## src/rtl/ascon_hash_sequencer.sv

```systemverilog
// ascon_hash_sequencer: control-only sequencer for an Ascon-Hash datapath.
// Steps the datapath through init, absorb, padding, finalization and the
// multi-word squeeze, and handshakes with an external permutation core.
// Optional protocol checking is built when ASCON_PROTO_CHECK_EN is defined;
// otherwise err is tied low.
module ascon_hash_sequencer #(
    parameter int ROUNDS    = 12,
    parameter int TAG_WORDS = 4
) (
    input  logic       clk,
    input  logic       rstn,
    input  logic       start,
    output logic       busy,
    input  logic       blk_valid,
    output logic       blk_ready,
    input  logic       blk_last,
    input  logic [3:0] blk_bytes,
    output logic       init_load,
    output logic       absorb_en,
    output logic [3:0] absorb_nbytes,
    output logic       perm_start,
    output logic [3:0] perm_rounds,
    input  logic       perm_done,
    output logic       squeeze_en,
    output logic [1:0] squeeze_idx,
    output logic       hash_done,
    output logic       err
);

    typedef enum logic [3:0] {
        S_IDLE,
        S_INIT,
        S_INIT_REQ,
        S_INIT_WAIT,
        S_ABS,
        S_ABS_REQ,
        S_ABS_WAIT,
        S_PAD_REQ,
        S_PAD_WAIT,
        S_PAD,
        S_FIN_REQ,
        S_FIN_WAIT,
        S_SQZ,
        S_SQZ_REQ,
        S_SQZ_WAIT,
        S_DONE
    } state_t;

    localparam logic [1:0] LAST_IDX = 2'(TAG_WORDS - 1);

    state_t     r_state;
    state_t     w_next;
    logic [1:0] r_sqzCnt;
    logic [3:0] w_bytesSat;

    // Byte counts above a full 8-byte block are clamped to a full block.
    assign w_bytesSat  = (blk_bytes > 4'd8) ? 4'd8 : blk_bytes;
    assign perm_rounds = 4'(ROUNDS);
    assign busy        = (r_state != S_IDLE);

    // State register; reset aborts any hash in flight.
    always_ff @(posedge clk or negedge rstn) begin
        if (!rstn) begin
            r_state <= S_IDLE;
        end else begin
            r_state <= w_next;
        end
    end

    // Squeeze word counter: advances after each non-final word, cleared on completion.
    always_ff @(posedge clk or negedge rstn) begin
        if (!rstn) begin
            r_sqzCnt <= 2'd0;
        end else if (r_state == S_DONE) begin
            r_sqzCnt <= 2'd0;
        end else if (r_state == S_SQZ && r_sqzCnt != LAST_IDX) begin
            r_sqzCnt <= r_sqzCnt + 2'd1;
        end
    end

    // Next-state and per-step strobes; strobes default low and are raised per state.
    always_comb begin
        w_next        = r_state;
        blk_ready     = 1'b0;
        init_load     = 1'b0;
        absorb_en     = 1'b0;
        absorb_nbytes = 4'd0;
        perm_start    = 1'b0;
        squeeze_en    = 1'b0;
        squeeze_idx   = 2'd0;
        hash_done     = 1'b0;
        case (r_state)
            S_IDLE:      if (start) w_next = S_INIT;
            S_INIT: begin
                init_load = 1'b1;
                w_next    = S_INIT_REQ;
            end
            S_INIT_REQ: begin
                perm_start = 1'b1;
                w_next     = S_INIT_WAIT;
            end
            S_INIT_WAIT: if (perm_done) w_next = S_ABS;
            S_ABS: begin
                blk_ready = 1'b1;
                if (blk_valid) begin
                    absorb_en     = 1'b1;
                    absorb_nbytes = blk_last ? w_bytesSat : 4'd8;
                    if (!blk_last)
                        w_next = S_ABS_REQ;
                    else if (w_bytesSat == 4'd8)
                        w_next = S_PAD_REQ;
                    else
                        w_next = S_FIN_REQ;
                end
            end
            S_ABS_REQ: begin
                perm_start = 1'b1;
                w_next     = S_ABS_WAIT;
            end
            S_ABS_WAIT:  if (perm_done) w_next = S_ABS;
            S_PAD_REQ: begin
                perm_start = 1'b1;
                w_next     = S_PAD_WAIT;
            end
            S_PAD_WAIT:  if (perm_done) w_next = S_PAD;
            S_PAD: begin
                absorb_en     = 1'b1;
                absorb_nbytes = 4'd0;
                w_next        = S_FIN_REQ;
            end
            S_FIN_REQ: begin
                perm_start = 1'b1;
                w_next     = S_FIN_WAIT;
            end
            S_FIN_WAIT:  if (perm_done) w_next = S_SQZ;
            S_SQZ: begin
                squeeze_en  = 1'b1;
                squeeze_idx = r_sqzCnt;
                w_next      = (r_sqzCnt == LAST_IDX) ? S_DONE : S_SQZ_REQ;
            end
            S_SQZ_REQ: begin
                perm_start = 1'b1;
                w_next     = S_SQZ_WAIT;
            end
            S_SQZ_WAIT:  if (perm_done) w_next = S_SQZ;
            S_DONE: begin
                hash_done = 1'b1;
                w_next    = S_IDLE;
            end
            default:     w_next = S_IDLE;
        endcase
    end

`ifdef ASCON_PROTO_CHECK_EN
    logic r_err;
    logic w_inWait;
    logic w_accept;
    logic w_errEvt;

    assign w_inWait = (r_state == S_INIT_WAIT) || (r_state == S_ABS_WAIT) ||
                      (r_state == S_PAD_WAIT)  || (r_state == S_FIN_WAIT) ||
                      (r_state == S_SQZ_WAIT);
    assign w_accept = (r_state == S_ABS) && blk_valid;
    assign w_errEvt = (w_accept && ((!blk_last && blk_bytes != 4'd8) || blk_bytes > 4'd8)) ||
                      (perm_done && !w_inWait) ||
                      (start && busy);
    assign err      = r_err;

    // Sticky protocol error; an accepted start clears it, observation only.
    always_ff @(posedge clk or negedge rstn) begin
        if (!rstn) begin
            r_err <= 1'b0;
        end else if (r_state == S_IDLE && start) begin
            r_err <= w_errEvt;
        end else if (w_errEvt) begin
            r_err <= 1'b1;
        end
    end
`else
    assign err = 1'b0;
`endif

endmodule

```

## config.mk

```make
export PLATFORM = sky130hd
export DESIGN_NAME = ascon_hash_sequencer
export DESIGN_NICKNAME = d
export VERILOG_FILES = /design/src/rtl/ascon_hash_sequencer.sv
export SDC_FILE = /design/constraint.sdc
export NUM_CORES = 1
export LEC_CHECK = 0
export ABC_CLOCK_PERIOD_IN_PS = 1600
export CAP_MARGIN = 10
export CORE_MARGIN = 1.5
export CORE_UTILIZATION = 39
export DETAILED_ROUTE_END_ITERATION = 16
export PLACE_DENSITY_LB_ADDON = 0.08
export RECOVER_POWER = 50
export SYNTH_ARGS = -nofsm -noshare
export SYNTH_HDL_FRONTEND = slang
export SYNTH_SLANG_ARGS = --single-unit
export TNS_END_PERCENT = 5
```

## constraint.sdc

```tcl
create_clock -name clk -period 1.6 [get_ports clk]
set_input_delay 0.24 -clock clk [delete_from_list [all_inputs] [get_ports clk]]
set_output_delay 0.24 -clock clk [all_outputs]
set_load 0.1 [all_outputs]
```

==> metrics.cfg <==
[pwr]
power_mw = 2.19
switching_share_pct = 53.2
power.internal_mw = 1.03
irDropWorstVdd_mv = 1.56
p_per_area_nw_per_um2 = 1900
combPwrFrac_pct = 77.8
p_switching_mw = 1.16
leakagePower_nw = 0.518
seqPwrFrac_pct = 15.6
p_clk_share_pct = 6.7

[yosys]
ys_top_cells_by_count = nor2_1, dfrtp_1, nand2_1
syn-cell-area_um2 = 597
yosysWarnings = 0
netlist_top_cells_area = dfrtp_1, nor2_1, buf_4, mux2i_1, a21oi_1
syn_inst = 79
synthMuxAreaShare_pct = 9.43
synth-seq-area-share_pct = 25.2
async_flop_share_pct = 100
synth_top_area_share_pct = 25.2
synth-xor-area-share_pct = 2.94
synth_edf_count = 0
yosys_register_bits = 6
yosys.area.top_type = dfrtp_1
avgSynthCellArea_um2 = 7.55
yosysMostFrequentCell = nor2_1
synthDistinctLibCells = 34
synth_compound_area_share_pct = 14.3
synth_top_family_by_area = simple AND/OR/NAND/NOR gates
synth_simple_gate_area_share_pct = 29.6
synthFlopType = dfrtp_1
synth_fa_ha_area_share_pct = 2.10

[sta]
rsz0062_at_grt = true
tns_ns = -1.19
setup_ws_ns = -0.146
drv_slew = 0
min_period_over_period_pct = 109
finalHoldViolCount = 0
whs_ns = 0.297
clock_skew_ns = 0.00751
max_freq_ghz = 0.573
period_needed_ns = 1.75
setup_viol = 12

[clocking]
cts.sinks = 6
cts-root-buf = clkbuf_4
cts_buffers = 3
clk_pin_slew_ns = 0.05
ctsHtreeMaxLevel = 1
clock_latency_ns = 0.26
cts.hold.buffers_added = 0
cts_tree = yes
cts_buffer_depth = 2

[setup_path]
crit_path_end_kind = output port
path_class = flop to output port
critPathLaunchType = flop
crit_arrival_ns = 1.51
worstPathMaxFanout = 3
crit_required_ns = 1.36

[route]
num_vias = 653
dr.pass1.iters = 4
via_per_inst = 5.18
post-route-drc-count = 0
wire_per_inst_um = 13.8
antenna_left = 0
drt_iter0_drc = 15
routed_wl_um = 1740

[floorplan]
core-area_um2 = 1370
die_h_um = 42.1
die_w_um = 42.1
dieArea_um2 = 1770
initial_core_util_pct = 43.7
num_rows = 13
ioPinCount = 28

[grt]
use_met2_pct = 38.1
antenna_found_initial = 0
overflow = 0
grt_use_met1_pct = 24.2
grt_pass1_wl_um = 2860
grt_pass1_vias = 620
grt_use_total_pct = 21.3
grt_util_met3_pct = 5.60
grt_max_degree = 12
top_usage_layer = met2

[final_layout]
drive_above_1_share_pct = 46.8
antennaDiodeCount = 0
area_delta_synth_final_pct = 92.9
final_cells = 126
fin_nets = 124

[status]
status = complete, but fails checks
failed_checks = setup timing

[flow_run]
maxCapViolCount = 0

[placement]
place_hpwl_um = 1260
dp_cells = 120
io_buffers = 22
gp_congestion = 0.828

[min_path]
hp-class = input pin to async pin

[layout by cell type, fill, tap and decap left out, types with 2 or more instances in the layout]
master           synthesis  routed
buf_4                    5      10
nor2b_1                  3       3
clkdlybuf4s50_1          0       7
and2_4                   0       2
dfrtp_2                  0       3
buf_6                    1       5
buf_12                   0      13
dfrtp_1                  6       3
nand2_2                  0       2
nor2_4                   0       4
conb_1                   2       5
nand2b_1                 3       2
inv_1                    5       5
clkbuf_4                 0       3
a21oi_1                  5       5
nand2_1                  6       4
mux2i_1                  3       3
nor2_1                  11       6
[cell type report]
class / instances / area, um2
clock buffer: 3 / 22.5
fill: 77 / 215
inverter: 5 / 18.8
multi-input combinational: 60 / 457
sequential: 6 / 154
tap: 15 / 18.8
timing repair buffer: 37 / 480
[power by group through the flow]
stage | registers, mW | logic, mW | clock network (mW)
6_report | 0.341 | 1.70 | 0.146
5_1_grt | 0.353 | 1.78 | 0.163
4_1_cts | 0.333 | 1.66 | 0.151
3_5_place_dp | 0.331 | 1.52 | 0
3_3_place_gp | 0.324 | 1.50 | 0
2_1_floorplan | 0.261 | 1.14 | 0
[worst paths after layout]
path | start | endpoint | slack [ns] | cells after the start
max | r_state[3]$_DFFE_PN0P_ | absorb_nbytes[0] | -0.15 | 5
min | rstn | r_state[3]$_DFFE_PN0P_ | 0.30 | 1
max reg2reg | r_state[0]$_DFFE_PN0P_ | r_state[0]$_DFFE_PN0P_ | 0.01 | 5
min reg2reg | r_sqzCnt[1]$_DFFE_PN0P_ | r_sqzCnt[1]$_DFFE_PN0P_ | 0.57 | 2
max in group asynchronous | rstn | r_state[1]$_DFFE_PN0P_ | 1.05 | 1
min in group clk | r_sqzCnt[1]$_DFFE_PN0P_ | r_sqzCnt[1]$_DFFE_PN0P_ | 0.57 | 2
[routing by layer]
metal	share of wire, %	up-vias
met5	0	-
met4	1.0	0
met3	4.5	2
met2	53	22
met1	41	311
li1	-	318
[metrics by stage]
stage / worst slack, ns / cell area (um2) / utilization (%)
after global routing: -0.227 / 1150 / 84.2
after detailed placement: -0.161 / 1060 / 77.6
after floorplan: -0.964 / 681 / -
after global placement: -0.157 / 1060 / 77.6
final: -0.146 / 1150 / 84.2
after CTS: -0.165 / 1140 / 83.5
[registers in the layout, summed over array words and instances, names as in the netlist]
name      flops
r_state       4
r_sqzCnt      2
[cell families (layout without fill, tap and decap cells)]
group / Yosys count / count (layout)
multiplexers: 5 / 5
XOR/XNOR: 2 / 2
other: 2 / 5
buffers and inverters: 16 / 45
AND/OR/NAND/NOR: 34 / 34
flip-flops: 6 / 6
AO/OA/AOI/OAI: 13 / 13
adder cells (fa/ha/maj): 1 / 1
[worst max-delay path: stages (launching register included)]
cell and delay, ns:
dfrtp_1 0.39, nand2b_4 0.17, nor3_4 0.23, nand3_4 0.15, nor2_4 0.13, buf_12 0.18
[timing repair]
action | CTS | global route
cloned | 0 | 0
gates resized for setup | 14 | 4
setup buffers | 3 | 0
endpoints found under the setup margin | 13 | 14
pin swaps | 7 | 2
Power figures use the tool's default switching activity.
